<file path="config.mk">
export PLATFORM = sky130hd
export DESIGN_NAME = serial_twos_comp_stream
export DESIGN_NICKNAME = d
export VERILOG_FILES = /design/src/rtl/serial_tc_pkg.sv /design/src/rtl/serial_tc_bit.sv /design/src/rtl/serial_twos_comp_stream.sv
export SDC_FILE = /design/constraint.sdc
export NUM_CORES = 1
export LEC_CHECK = 0
export ABC_AREA = 1
export CAP_MARGIN = 5
export CORE_MARGIN = 1.5
export CORE_UTILIZATION = 35
export CTS_BUF_LIST = sky130_fd_sc_hd__clkbuf_4 sky130_fd_sc_hd__clkbuf_8
export DETAILED_ROUTE_END_ITERATION = 6
export SLEW_MARGIN = 30
export SYNTH_ARGS = -nofsm -noshare
export SYNTH_HDL_FRONTEND = slang
export SYNTH_SLANG_ARGS = --single-unit
</file>
<file path="constraint.sdc">
create_clock -name t_clk -period 1.41 [get_ports t_clk]
set_input_delay 0.141 -clock t_clk [delete_from_list [all_inputs] [get_ports t_clk]]
set_output_delay 0.141 -clock t_clk [all_outputs]
set_load 0.1 [all_outputs]
</file>
<file path="src/rtl/serial_tc_pkg.sv">
// Shared mode codes, state encodings and helpers for the word-framed serial
// two's complementer.
package serial_tc_pkg;

    localparam logic [1:0] MODE_PASS = 2'd0;
    localparam logic [1:0] MODE_NEG  = 2'd1;
    localparam logic [1:0] MODE_ABS  = 2'd2;
    localparam logic [1:0] MODE_RSVD = 2'd3;

    typedef enum logic {
        IN_COLLECT = 1'b0,
        IN_HOLD    = 1'b1
    } in_state_e;

    typedef enum logic {
        OUT_IDLE   = 1'b0,
        OUT_STREAM = 1'b1
    } out_state_e;

    // Whether a word's result must be negated, given its mode and sign bit.
    function automatic logic mode_negates(input logic [1:0] m, input logic msb);
        logic neg;
        case (m)
            MODE_NEG:  neg = 1'b1;
            MODE_ABS:  neg = msb;
            MODE_PASS: neg = 1'b0;
            default:   neg = 1'b0;
        endcase
        return neg;
    endfunction

endpackage

</file>
<file path="src/rtl/serial_tc_bit.sv">
// Bit-serial negation core: copies bits up to and including the first one,
// then inverts every later bit when neg is set.
module serial_tc_bit
    import serial_tc_pkg::*;
(
    input  logic clk,
    input  logic rst,
    input  logic en,
    input  logic clr,
    input  logic neg,
    input  logic b,
    output logic y
);

    logic seen_one_q;
    logic seen_one_d;

    // Clear wins so a new word starting on the last beat of the previous one
    // begins with a fresh flag.
    always_comb begin
        seen_one_d = seen_one_q;
        if (clr) begin
            seen_one_d = 1'b0;
        end else if (en) begin
            seen_one_d = seen_one_q | b;
        end else begin
            seen_one_d = seen_one_q;
        end
    end

    // seen_one state register.
    always_ff @(posedge clk or posedge rst) begin
        if (rst) begin
            seen_one_q <= 1'b0;
        end else begin
            seen_one_q <= seen_one_d;
        end
    end

    assign y = (neg && seen_one_q) ? ~b : b;

endmodule

</file>
<file path="src/rtl/serial_twos_comp_stream.sv">
// Word-framed serial two's complementer: collects WIDTH-bit words LSB-first,
// applies pass/negate/abs per word and streams the result LSB-first.
module serial_twos_comp_stream
    import serial_tc_pkg::*;
#(
    parameter int WIDTH = 8
) (
    input  logic       t_clk,
    input  logic       r,
    input  logic       i,
    input  logic       i_valid,
    output logic       i_ready,
    input  logic [1:0] mode,
    output logic       y,
    output logic       y_valid,
    input  logic       y_ready,
    output logic       y_last,
    output logic       y_ovf
);

    localparam int CNT_W = $clog2(WIDTH);
    localparam logic [CNT_W-1:0] LAST_IDX = CNT_W'(WIDTH - 1);
    localparam logic [WIDTH-1:0] MIN_WORD = {1'b1, {(WIDTH - 1){1'b0}}};

    in_state_e        in_state_q, in_state_d;
    logic [CNT_W-1:0] in_cnt_q, in_cnt_d;
    logic [WIDTH-1:0] in_sr_q, in_sr_d;
    logic [1:0]       mode_q, mode_d;

    out_state_e       out_state_q, out_state_d;
    logic [CNT_W-1:0] out_cnt_q, out_cnt_d;
    logic [WIDTH-1:0] out_buf_q, out_buf_d;
    logic             neg_q, neg_d;
    logic             ovf_q, ovf_d;

    logic             in_beat_s;
    logic             word_done_s;
    logic             out_beat_s;
    logic             out_last_beat_s;
    logic             xfer_s;
    logic [WIDTH-1:0] xfer_word_s;
    logic             xfer_neg_s;
    logic             cur_bit_s;
    logic             core_y_s;

    // Handshake decode and word transfer decision.
    always_comb begin
        in_beat_s       = i_valid && (in_state_q == IN_COLLECT);
        word_done_s     = in_beat_s && (in_cnt_q == LAST_IDX);
        out_beat_s      = (out_state_q == OUT_STREAM) && y_ready;
        out_last_beat_s = out_beat_s && (out_cnt_q == LAST_IDX);
        xfer_s          = (word_done_s && ((out_state_q == OUT_IDLE) || out_last_beat_s))
                       || ((in_state_q == IN_HOLD) && out_last_beat_s);
        if (in_state_q == IN_HOLD) begin
            xfer_word_s = in_sr_q;
        end else begin
            xfer_word_s = {i, in_sr_q[WIDTH-2:0]};
        end
        xfer_neg_s = mode_negates(mode_q, xfer_word_s[WIDTH-1]);
    end

    // Input side: shift register, bit counter, per-word mode and COLLECT/HOLD.
    always_comb begin
        in_state_d = in_state_q;
        in_cnt_d   = in_cnt_q;
        in_sr_d    = in_sr_q;
        mode_d     = mode_q;
        if (in_beat_s) begin
            in_sr_d[in_cnt_q] = i;
            if (in_cnt_q == {CNT_W{1'b0}}) begin
                mode_d = mode;
            end else begin
                mode_d = mode_q;
            end
            if (in_cnt_q == LAST_IDX) begin
                in_cnt_d = {CNT_W{1'b0}};
            end else begin
                in_cnt_d = in_cnt_q + CNT_W'(1);
            end
        end else begin
            in_sr_d = in_sr_q;
        end
        case (in_state_q)
            IN_COLLECT: begin
                if (word_done_s && !xfer_s) begin
                    in_state_d = IN_HOLD;
                end else begin
                    in_state_d = IN_COLLECT;
                end
            end
            IN_HOLD: begin
                if (out_last_beat_s) begin
                    in_state_d = IN_COLLECT;
                end else begin
                    in_state_d = IN_HOLD;
                end
            end
            default: in_state_d = IN_COLLECT;
        endcase
    end

    // Output side: load on transfer, otherwise advance one bit per beat.
    always_comb begin
        out_state_d = out_state_q;
        out_cnt_d   = out_cnt_q;
        out_buf_d   = out_buf_q;
        neg_d       = neg_q;
        ovf_d       = ovf_q;
        if (xfer_s) begin
            out_state_d = OUT_STREAM;
            out_cnt_d   = {CNT_W{1'b0}};
            out_buf_d   = xfer_word_s;
            neg_d       = xfer_neg_s;
            ovf_d       = xfer_neg_s && (xfer_word_s == MIN_WORD);
        end else if (out_beat_s) begin
            if (out_cnt_q == LAST_IDX) begin
                out_state_d = OUT_IDLE;
                out_cnt_d   = {CNT_W{1'b0}};
            end else begin
                out_state_d = OUT_STREAM;
                out_cnt_d   = out_cnt_q + CNT_W'(1);
            end
        end else begin
            out_state_d = out_state_q;
        end
    end

    // State and datapath registers.
    always_ff @(posedge t_clk or posedge r) begin
        if (r) begin
            in_state_q  <= IN_COLLECT;
            in_cnt_q    <= {CNT_W{1'b0}};
            in_sr_q     <= {WIDTH{1'b0}};
            mode_q      <= MODE_PASS;
            out_state_q <= OUT_IDLE;
            out_cnt_q   <= {CNT_W{1'b0}};
            out_buf_q   <= {WIDTH{1'b0}};
            neg_q       <= 1'b0;
            ovf_q       <= 1'b0;
        end else begin
            in_state_q  <= in_state_d;
            in_cnt_q    <= in_cnt_d;
            in_sr_q     <= in_sr_d;
            mode_q      <= mode_d;
            out_state_q <= out_state_d;
            out_cnt_q   <= out_cnt_d;
            out_buf_q   <= out_buf_d;
            neg_q       <= neg_d;
            ovf_q       <= ovf_d;
        end
    end

    assign cur_bit_s = out_buf_q[out_cnt_q];

    serial_tc_bit u_bit (
        .clk (t_clk),
        .rst (r),
        .en  (out_beat_s),
        .clr (xfer_s),
        .neg (neg_q),
        .b   (cur_bit_s),
        .y   (core_y_s)
    );

    // Everything below is a decode of registered state, so it holds steady
    // while the output is stalled.
    assign i_ready = (in_state_q == IN_COLLECT);
    assign y_valid = (out_state_q == OUT_STREAM);
    assign y       = y_valid && core_y_s;
    assign y_last  = y_valid && (out_cnt_q == LAST_IDX);
    assign y_ovf   = y_last && ovf_q;

endmodule

</file>
==> parameters.txt, run 1 <==
Parameter                              Value

Status
  Result of the run ... finished, violations left
  Violations in the final reports ... negative setup slack

Floorplan
  Height of the die ... 67.4 um
  Top-level port count ... 12
  Initial cell density of the core ... 0.363
  Die area ... 4540 um2
  Std-Cell Core Area ... 4000 um2
  FP Rows ... 23
  Die width ... approximately 67 um

STA
  Worst Skew ... 0.00529 ns
  Max-slew violation count ... 0
  Post-layout minimum cycle time ... between 1.5 and 2 ns
  Slew at the pin closest to its max-slew limit ... approximately 0.31 ns
  Final hold violation count ... 0
  Period utilisation layout ... 1.19
  Maximum achievable frequency ... between 500 and 600 MHz
  RSZ-0062 raised after global routing ... true
  Worst rel slew slack ... 0.793
  PnR worst setup slack ... -0.273 ns
  Final setup TNS ... -2.05 ns
  Final setup fails ... 17

Drt
  Avg Vias per Cell ... between 4 and 5
  Post-route DRC violation count ... 0
  First-pass iteration count of the detailed router ... 3
  DRT antenna net count ... 0
  Final Routed Wirelength ... 3090 um
  Number of vias after detailed routing ... roughly 1.2k
  Initial detailed-routing violation count ... 19
  Mean routed wirelength per cell ... 11.5 um

Critical path
  Worst endpoint data arrival time ... 1.54 ns
  Buffer and inverter count on the worst path ... 3
  Cell count of the worst reg-to-reg path ... 10
  Data required time of the worst path ... 1.27 ns
  Delay of the slowest critical-path stage ... 0.40 ns
  CP max-delay cell ... sky130_fd_sc_hd__dfrtp_1
  Sort of element at the start of the critical path ... flop
  Largest delay share family, worst path ... simple AND/OR/NAND/NOR gates
  Worst setup path category ... reg -> out
  Endpoint kind of the worst setup timing path ... output pin
  Series of cell instances along the critical path ... buf_6 -> inv_4 -> nand2_1 -> nand3_2 -> nand3_4 -> nand3_2 -> nand2_2 -> nor2_4 -> buf_12
  Crit path depth ... 9
  Most used cell along the critical path ... sky130_fd_sc_hd__nand3_2
  Crit path max fanout ... 6

Placed design
  Buffers added on ports ... 11
  Placed insts ... around 260
  HPWL Detailed ... ~2300 um
  Final Wtd Congestion ... between 0.7 and 0.8
  Post-placement cell area ... around 1900 um2

GRT
  Wire length of the first global-routing pass ... 5360 um
  Total congestion overflow ... 0
  Aggregate global-route resource usage ... 0.162
  Initial antenna violation count ... 0
  Largest net degree at the start of global routing ... 24
  Number of global-route vias before repair ... between 1k and 1.5k

Logic synthesis
  Prevailing post-synth register cell ... sky130_fd_sc_hd__dfrtp_1
  Cell types with the largest area share after synthesis ... sky130_fd_sc_hd__dfrtp_1 50%, sky130_fd_sc_hd__nand2_1 9.8%, sky130_fd_sc_hd__inv_1 7.2%
  Yosys cell types ... 19
  Post-Syn Area ... 1450 um2
  Proportion of synthesized flip-flops having asynchronous set or reset ... 1.00
  Number of nets in the synthesized netlist ... 190
  Area share of the leading cell type in the synthesized netlist ... 0.500
  Cell types with the highest counts after synthesis ... 38 x sky130_fd_sc_hd__nand2_1, 29 x sky130_fd_sc_hd__dfrtp_1, 28 x sky130_fd_sc_hd__inv_1, 21 x sky130_fd_sc_hd__o21ai_0, 17 x sky130_fd_sc_hd__nand3_1
  Count of warnings emitted by yosys ... 0
  Count of state elements after synthesis ... 29
  Most used standard cell by instance count after synthesis ... sky130_fd_sc_hd__nand2_1
  Count of flip-flops with a built-in enable after synthesis ... 0
  Gate count after technology mapping ... 176
  Cell accounting for the most synthesized area ... sky130_fd_sc_hd__dfrtp_1
  Post-synthesis sequential area ratio ... 0.500
  Average cell area after synthesis ... 8.24 um2

Clock network
  Deepest clock path buffer count ... 2
  Clock insertion delay at the later pin of the skew report ... 0.28 ns
  Clock root buffer ... sky130_fd_sc_hd__clkbuf_8
  Clock net sink count ... 29
  Number of buffers added by the clock tree synthesis step ... 5
  H-tree level count ... 2
  Clock-pin slew reported for the worst setup and hold paths after clock tree synthesis ... roughly 0.060 ns
  TritonCTS clock tree ... yes

Job
  Reported max-cap violation count ... 0

Layout
  Area growth, synth to finish ... 48.6%
  Proportion of layout cells with a drive suffix above 1 ... 0.370
  Non-Filler Cell Area, Final ... 2150 um2
  Post-Layout Cell Count ... 269
  Antenna Cells ... 0
  Final layout net count ... 232

Power and ir drop
  Standby leakage power ... 0.00102 uW
  PD cells ... 744 nW/um2
  Largest voltage drop on the vdd net ... 0.000665 V

Hold path
  Worst hold path class ... in -> async
worst paths after layout:
check	start	end	slack [ns]
max in group asynchronous	r	out_cnt_q[2]$_DFFE_PP0P_	0.89
max	out_cnt_q[0]$_DFFE_PP0P_	y	-0.27
min	r	mode_q[0]$_DFFE_PP0P_	0.10
max reg2reg	out_cnt_q[0]$_DFFE_PP0P_	out_buf_q[4]$_DFFE_PP0P_	-0.13
min reg2reg	neg_q$_DFFE_PP0P_	neg_q$_DFFE_PP0P_	0.50
min in group t_clk	mode[1]	mode_q[1]$_DFFE_PP0P_	0.45
what timing repair did:
item                       4_1_cts  5_1_grt
resized for setup               41       13
setup endpoints to repair       16       18
hold buffers                     0        0
cloned                           1        0
pin swaps                       11        6
setup buffers                    3        1
area by class of cell:
cell class | count | area, um2
tap | 50 | 62.6
fill | 359 | 1850
clock inverter | 2 | 13.8
timing repair buffer | 36 | 383
inverter | 30 | 134
sequential | 29 | 729
clock buffer | 6 | 82.6
multi-input combinational | 116 | 749
cell families (layout without fill, tap and decap cells):
kind of cell / Yosys count / after routing / synth area share
AOI/OAI and AO/OA: 32 / 32 / 0.114
DFF: 29 / 29 / 0.500
and+or+nand+nor: 77 / 77 / 0.237
buffers and inverters: 31 / 74 / 0.0880
adders and majority gates: 7 / 7 / 0.0604
flip-flops by register name, indices dropped and copies added (netlist names):
signal / cells
in_state_q: 1
in_cnt_q: 3
mode_q: 2
y_valid: 1
out_buf_q: 8
out_cnt_q: 3
ovf_q: 1
neg_q: 1
in_sr_q: 8
u_bit.seen_one_q: 1
through the flow:
stage                     utilization  hold slack (ns)  power (uW)  setup slack, ns
final                           0.539            0.104        1600           -0.273
after global routing            0.539            0.149        1660           -0.339
after CTS                       0.523            0.101        1630           -0.277
after detailed placement        0.464            0.406         897          -0.0730
after global placement          0.464            0.404         897          -0.0612
after floorplan                     -            0.219         862           -0.109
where the power goes:
part | internal [uW] | switching [uW] | total (uW)
registers | 832 | 0 | 832
logic | 23.9 | 23.8 | 47.8
clock network | 395 | 328 | 723
total | 1250 | 352 | 1600
layer usage:
metal,wire [um],track usage,vias to the layer above
met5,0,0,-
met4,64,0.0765,0
met3,74,0.0350,7
met2,1420,0.256,13
met1,1530,0.211,543
li1,-,-,649
placed cells by master (no fill, tap or decap), drive strengths merged:
master,instances
nand2,42
buf,30
dfrtp,29
inv,29
o21ai,23
nand3,18
nor2,13
a21oi,8
ha,7
clkbuf,6
clkdlybuf4s50,6
nor3,4
clkinv,2
a31oi,1
clkinvlp,1
Power figures use the tool's default switching activity.
==> run 2: changes to the inputs <==
==> constraint.sdc (replaced) <==
create_clock -name t_clk -period 1.7 [get_ports t_clk]
set_input_delay 0.17 -clock t_clk [delete_from_list [all_inputs] [get_ports t_clk]]
set_output_delay 0.17 -clock t_clk [all_outputs]
set_load 0.1 [all_outputs]
==> parameters.txt, run 2 (synthesis results as in run 1) <==
Parameter                              Value

Drt
  Avg Vias per Cell ... 4.67 (was 4.51)
  Final Routed Wirelength ... 2840 um (was 3090 um)
  DRT antenna net count ... 0 (unchanged)
  Wl on met1 ... 1390 um (was 1530 um)
  Routed length on met3 ... 92 um (was 74 um)
  Initial detailed-routing violation count ... 41 (was 19)
  Highest routing layer actually used ... met4 (unchanged)
  Mean routed wirelength per cell ... 11.2 um (was 11.5 um)
  Post-route DRC violation count ... 0 (unchanged)
  Amount of wire on met2 after detailed routing ... 1310 um (was 1420 um)
  First-pass iteration count of the detailed router ... 4 (was 3)
  Number of vias after detailed routing ... 1182 (was 1212)

Layout
  Area growth, synth to finish ... 32.0% (was 48.6%)
  Top library cells by usage in the layout, fill and taps aside ... 35 x sky130_fd_sc_hd__nand2_1, 28 x sky130_fd_sc_hd__dfrtp_1, 25 x sky130_fd_sc_hd__inv_1, 19 x sky130_fd_sc_hd__o21ai_0, 12 x sky130_fd_sc_hd__nand3_1 (was 28 x sky130_fd_sc_hd__dfrtp_1, 25 x sky130_fd_sc_hd__inv_1, 24 x sky130_fd_sc_hd__nand2_1, 18 x sky130_fd_sc_hd__buf_4, 15 x sky130_fd_sc_hd__nand2_2)
  Antenna Cells ... 0 (unchanged)
  Non-Filler Cell Area, Final ... 1910 um2 (was 2150 um2)
  Proportion of layout cells with a drive suffix above 1 ... 0.241 (was 0.370)
  Biggest registers after layout ... in_sr_q: 8 flops, out_buf_q: 8 flops (unchanged)
  Final layout net count ... 216 (was 232)
  Commonest non-fill, non-tap cell in the layout ... sky130_fd_sc_hd__nand2_1 (was sky130_fd_sc_hd__dfrtp_1)
  Fill cell total of the finished layout ... 385 (was 359)

STA
  RSZ-0062 raised after global routing ... true (unchanged)
  Post-layout minimum cycle time ... 1.70 ns
  PnR worst setup slack ... 0.00411 ns (was -0.273 ns)
  Maximum achievable frequency ... 590 MHz
  Period utilisation layout ... 0.998
  Slew at the pin closest to its max-slew limit ... 0.373 ns (was 0.311 ns)
  Max-slew violation count ... 0 (unchanged)
  Final setup TNS ... 0 ns (was -2.05 ns)
  Final hold violation count ... 0 (unchanged)
  Final Hold Slack ... 0.259 ns (was 0.104 ns)
  Worst rel slew slack ... 0.751 (was 0.793)
  Worst Skew ... 0.00611 ns (was 0.00529 ns)
  Final setup fails ... 0 (was 17)

Floorplan
  Height of the die ... 67.4 um (unchanged)
  Initial cell density of the core ... 0.363 (unchanged)
  Die area ... 4540 um2 (unchanged)
  Top-level port count ... 12 (unchanged)
  FP Rows ... 23 (unchanged)
  Die width ... 67.4 um (unchanged)
  Std-Cell Core Area ... 4000 um2 (unchanged)

GRT
  Total congestion overflow ... 0 (unchanged)
  Largest net degree at the start of global routing ... 30 (was 24)
  Number of global-route vias before repair ... 1118 (was 1228)
  Aggregate global-route resource usage ... 0.149 (was 0.162)
  Initial antenna violation count ... 0 (unchanged)
  Wire length of the first global-routing pass ... 5000 um (was 5360 um)

Placed design
  Post-placement cell area ... 1710 um2 (was 1860 um2)
  Worst slack after detailed placement ... 0.106 ns (was -0.0730 ns)
  Final Wtd Congestion ... 0.811 (was 0.781)
  HPWL Detailed ... 2040 um (was 2250 um)
  Buffers added on ports ... 11 (unchanged)

Status
  Result of the run ... completed (was finished, violations left)

Hold path
  Worst hold path class ... in -> async (unchanged)

Job
  Reported max-cap violation count ... 0 (unchanged)

Power and ir drop
  Clock power share ... 0.462 (was 0.451)
  Standby leakage power ... 0.000918 uW (was 0.00102 uW)
  PD cells ... 703 nW/um2 (was 744 nW/um2)
  Gate power share ... 0.025 (was 0.030)
  Largest voltage drop on the vdd net ... 0.000474 V (was 0.000665 V)
  Switch share ... 0.204 (was 0.220)
  Pint ... 1070 uW (was 1250 uW)
  Net switching power ... 275 uW (was 352 uW)
  Flop pwr share ... 0.513 (was 0.519)
  Overall power of the completed layout ... 1350 uW (was 1600 uW)

Clock network
  Clock net sink count ... 29 (unchanged)
  Deepest clock path buffer count ... 2 (unchanged)
  Clock insertion delay at the later pin of the skew report ... 0.28 ns (about the same)
  TritonCTS clock tree ... yes (unchanged)
  Number of buffers added by the clock tree synthesis step ... 5 (unchanged)
  H-tree level count ... 2 (unchanged)
  Clock-pin slew reported for the worst setup and hold paths after clock tree synthesis ... 0.06 ns (about the same)
  Clock root buffer ... sky130_fd_sc_hd__clkbuf_8 (unchanged)

Critical path
  Startpoint of the worst-slack reg-to-reg timing path ... out_cnt_q[0]$_DFFE_PP0P_ (unchanged)
  Sort of element at the start of the critical path ... flop (unchanged)
  Series of cell instances along the critical path ... buf_6 -> inv_4 -> nand2_1 -> nand3_2 -> nand3_4 -> nand3_2 -> nand2_2 -> nor2_4 -> buf_12 (unchanged)
  Worst endpoint data arrival time ... 1.53 ns (was 1.54 ns)
  Delay of the slowest critical-path stage ... 0.40 ns (about the same)
  Worst setup path category ... reg -> out (unchanged)
  Endpoint kind of the worst setup timing path ... output pin (unchanged)
  Buffer and inverter count on the worst path ... 3 (unchanged)
  Largest delay share family, worst path ... simple AND/OR/NAND/NOR gates (unchanged)
  Most used cell along the critical path ... sky130_fd_sc_hd__nand3_2 (unchanged)
  Launch point of the worst path ... out_cnt_q[0]$_DFFE_PP0P_ (unchanged)
  Crit path max fanout ... 6 (unchanged)
  Crit path depth ... 9 (unchanged)
  CP max-delay cell ... sky130_fd_sc_hd__dfrtp_1 (unchanged)
  Data required time of the worst path ... 1.53 ns (was 1.27 ns)
  Cell count of the worst reg-to-reg path ... 9 (was 10)
## run 2: changes by cell type in the layout (fill, tap and decap cells not counted), sizes merged
cell    before  now
buf         30   14
clkbuf       6    7
clkinv       2    1
## run 2: layout make-up
class / count / area (um2) / area share
clock buffers: 7 / 96.3 / 0.0503
clock inverters: 1 / 5.00 / 0.00261
inverters: 30 / 121 / 0.0634
multi-input cells: 116 / 667 / 0.348
flip-flops and latches: 29 / 727 / 0.380
well taps: 50 / 62.6 / 0.0327
repair buffers: 20 / 235 / 0.123
## run 2: through the flow
step,cells,utilization
5_1_grt,253,0.479
6_report,253,0.479
3_3_place_gp,240,0.427
3_5_place_dp,240,0.427
4_1_cts,249,0.462
2_1_floorplan,176,-
## run 2: repair_timing
| action | 4_1_cts | 5_1_grt |
|---|---|---|
| gates resized for setup | 9 | 12 |
| pin swaps | 3 | 5 |
| endpoints found under the hold margin | 0 | 0 |
| setup endpoints to repair | 2 | 12 |
| hold buffers | 0 | 0 |
| setup buffers | 1 | 4 |
## run 2: worst paths after layout
kind	end	slack [ns]
max reg2reg	out_cnt_q[1]$_DFFE_PP0P_	0.15
max in group asynchronous	y_valid$_DFFE_PP0P_	1.15
min in group t_clk	mode_q[0]$_DFFE_PP0P_	0.47
max	y	0.004
min reg2reg	ovf_q$_DFFE_PP0P_	0.48
min	in_state_q$_DFF_PP0_	0.26
## run 2: worst reg2reg max path, delay by kind of cell, from the launching register on
kind / cells / cell delay [ns]
simple gates: 4 / 0.32
buf+inv: 2 / 0.18
compound gates: 1 / 0.15
flops: 1 / 0.40
fa+ha+maj: 2 / 0.42
## run 2: power by group through the flow
stage,combinational (uW),sequential [uW],clock [uW]
finish,33.8,690,622
global route,39.2,690,664
CTS,35.5,690,639
detailed placement,35.4,703,0
global placement,35.2,703,0
floorplan,11.8,703,0
## run 2: layer usage
layer / vias up / GRT usage
met4: 0 / 0.0765
met5: - / 0
met2: 22 / 0.214
li1: 614 / -
met1: 541 / 0.209
met3: 5 / 0.0350
==> run 3: changes to the inputs <==
--- a/config.mk
+++ b/config.mk
@@ -11,6 +11,7 @@
 export CORE_UTILIZATION = 35
 export CTS_BUF_LIST = sky130_fd_sc_hd__clkbuf_4 sky130_fd_sc_hd__clkbuf_8
 export DETAILED_ROUTE_END_ITERATION = 6
+export GPL_TIMING_DRIVEN = 0
 export SLEW_MARGIN = 30
 export SYNTH_ARGS = -nofsm -noshare
 export SYNTH_HDL_FRONTEND = slang
==> parameters.txt, run 3 (synthesis results as in run 1) <==
Parameter                              Value

GRT
  Number of global-route vias before repair ... 1060 (was 1118)
  Aggregate global-route resource usage ... 0.147 (was 0.149)
  Wire length of the first global-routing pass ... 4840 um (was 5000 um)
  Total congestion overflow ... 0 (unchanged)
  Initial antenna violation count ... 0 (unchanged)
  Largest net degree at the start of global routing ... 30 (unchanged)

Critical path
  Endpoint kind of the worst setup timing path ... output pin (unchanged)
  Series of cell instances along the critical path ... ha_1 -> ha_2 -> nand2_2 -> clkinvlp_4 -> buf_12 (was buf_6 -> inv_4 -> nand2_1 -> nand3_2 -> nand3_4 -> nand3_2 -> nand2_2 -> nor2_4 -> buf_12)
  Delay of the slowest critical-path stage ... 0.46 ns (was 0.40 ns)
  Worst setup path category ... reg -> out (unchanged)
  Worst endpoint data arrival time ... 1.54 ns (was 1.53 ns)
  Crit path max fanout ... 7 (was 6)
  Sort of element at the start of the critical path ... flop (unchanged)
  Data required time of the worst path ... 1.53 ns (about the same)
  CP max-delay cell ... sky130_fd_sc_hd__dfrtp_2 (was sky130_fd_sc_hd__dfrtp_1)
  Cell count of the worst reg-to-reg path ... 9 (unchanged)

STA
  Max-slew violation count ... 0 (unchanged)
  Maximum achievable frequency ... 586 MHz (was 590 MHz)
  PnR worst setup slack ... -0.00664 ns (was 0.00411 ns)
  Final Hold Slack ... 0.285 ns (was 0.259 ns)
  Final setup fails ... 2 (was 0)
  Post-layout minimum cycle time ... 1.71 ns (was 1.70 ns)
  Slew at the pin closest to its max-slew limit ... 0.615 ns (was 0.373 ns)
  Worst rel slew slack ... 0.589 (was 0.751)
  Final hold violation count ... 0 (unchanged)
  Worst Skew ... 0.00272 ns (was 0.00611 ns)
  RSZ-0062 raised after global routing ... true (unchanged)
  Period utilisation layout ... 1.00 (was 0.998)

Clock network
  Clock root buffer ... sky130_fd_sc_hd__clkbuf_8 (unchanged)
  Clock insertion delay at the later pin of the skew report ... 0.28 ns (about the same)
  Number of buffers added by the clock tree synthesis step ... 5 (unchanged)
  TritonCTS clock tree ... yes (unchanged)
  Deepest clock path buffer count ... 2 (unchanged)
  Clock-pin slew reported for the worst setup and hold paths after clock tree synthesis ... 0.06 ns (about the same)
  H-tree level count ... 2 (unchanged)
  Total of hold buffers inserted after clock tree synthesis ... 0 (unchanged)
  Clock net sink count ... 29 (unchanged)

Drt
  Final Routed Wirelength ... 2780 um (was 2840 um)
  Mean routed wirelength per cell ... 11.3 um (was 11.2 um)
  Initial detailed-routing violation count ... 62 (was 41)
  Post-route DRC violation count ... 0 (unchanged)
  DRT antenna net count ... 0 (unchanged)
  First-pass iteration count of the detailed router ... 4 (unchanged)
  Avg Vias per Cell ... 4.66 (was 4.67)
  Number of vias after detailed routing ... 1151 (was 1182)

Placed design
  Post-placement cell area ... 1640 um2 (was 1710 um2)
  Buffers added on ports ... 11 (unchanged)
  Worst slack after detailed placement ... -0.704 ns (was 0.106 ns)
  Final Wtd Congestion ... 0.780 (was 0.811)
  HPWL Detailed ... 1980 um (was 2040 um)

Power and ir drop
  Overall power of the completed layout ... 1340 uW (was 1350 uW)
  Standby leakage power ... 0.000879 uW (was 0.000918 uW)
  Largest voltage drop on the vdd net ... 0.000395 V (was 0.000474 V)
  PD cells ... 733 nW/um2 (was 703 nW/um2)

Floorplan
  Initial cell density of the core ... 0.363 (unchanged)
  Height of the die ... 67.4 um (unchanged)
  FP Rows ... 23 (unchanged)
  Top-level port count ... 12 (unchanged)
  Die width ... 67.4 um (unchanged)
  Die area ... 4540 um2 (unchanged)
  Std-Cell Core Area ... 4000 um2 (unchanged)

Layout
  Non-Filler Cell Area, Final ... 1830 um2 (was 1910 um2)
  Commonest non-fill, non-tap cell in the layout ... sky130_fd_sc_hd__nand2_1 (unchanged)
  Top library cells by usage in the layout, fill and taps aside ... 34 x sky130_fd_sc_hd__nand2_1, 27 x sky130_fd_sc_hd__dfrtp_1, 24 x sky130_fd_sc_hd__inv_1, 18 x sky130_fd_sc_hd__o21ai_0, 13 x sky130_fd_sc_hd__nand3_1 (was 35 x sky130_fd_sc_hd__nand2_1, 28 x sky130_fd_sc_hd__dfrtp_1, 25 x sky130_fd_sc_hd__inv_1, 19 x sky130_fd_sc_hd__o21ai_0, 12 x sky130_fd_sc_hd__nand3_1)
  Proportion of layout cells with a drive suffix above 1 ... 0.223 (was 0.241)
  Biggest registers after layout ... in_sr_q: 8 flops, out_buf_q: 8 flops (unchanged)
  Core Util, Final ... 0.459 (was 0.479)
  Final layout net count ... 210 (was 216)
  Area growth, synth to finish ... 26.5% (was 32.0%)
  Antenna Cells ... 0 (unchanged)

Hold path
  Worst hold path class ... in -> async (unchanged)

Status
  Violations in the final reports ... negative setup slack
  Result of the run ... finished, violations left (was completed)

Job
  Reported max-cap violation count ... 0 (unchanged)
-- run 3: cell types whose count changed in the layout (fill, tap and decap cells not counted), sizes merged --
cell,change
buf,-8
clkdlybuf4s15,+2
-- run 3: timing repair --
item	CTS	global route
setup endpoints to repair	8	10
resized for setup	38	13
pin swaps	1	6
buffers inserted	0	2
-- run 3: final timing paths --
check | start | end | slack [ns]
setup / recovery | out_cnt_q[0]$_DFFE_PP0P_ | y_last | -0.007
hold / removal | r | mode_q[0]$_DFFE_PP0P_ | 0.28
setup reg to reg | out_cnt_q[0]$_DFFE_PP0P_ | out_buf_q[6]$_DFFE_PP0P_ | 0.11
hold reg to reg | ovf_q$_DFFE_PP0P_ | ovf_q$_DFFE_PP0P_ | 0.49
max in group asynchronous | r | out_cnt_q[0]$_DFFE_PP0P_ | 0.97
min in group t_clk | mode[0] | mode_q[0]$_DFFE_PP0P_ | 0.47
-- run 3: area by class of cell --
| class | instances | area [um2] |
|---|---|---|
| fill | 389 | 2170 |
| sequential | 29 | 728 |
| multi-input combinational | 116 | 648 |
| timing repair buffer | 13 | 158 |
| inverter | 30 | 121 |
| clock buffer | 7 | 96.3 |
| tap | 50 | 62.6 |
| buffer | 1 | 15.0 |
| clock inverter | 1 | 5.00 |
-- run 3: report_power, final --
part           total (uW)  switching (uW)  internal, uW
logic                30.7            18.2          12.5
registers             690               0           690
clock network         623             258           365
total                1340             276          1070
-- run 3: stage by stage --
step / TNS [ns] / instances
5_1_grt: -0.202 / 247
4_1_cts: -0.0337 / 245
6_report: -0.0105 / 247
3_3_place_gp: -2.11 / 237
2_1_floorplan: 0 / 176
3_5_place_dp: -2.11 / 237
-- run 3: metal layers --
layer	wire length (um)	part of all wire	GRT usage
met5	0	0	0
met1	1400	0.50	0.209
met3	85	0.031	0.0300
met4	53	0.019	0.0765
met2	1240	0.45	0.212
-- run 3: worst max-delay path: cells and delay by family (launching register included) --
kind,cells,cell delay (ns)
adder cells (fa/ha/maj),2,0.41
AND/OR/NAND/NOR,1,0.12
buffers and inverters,2,0.28
flip-flops,1,0.46
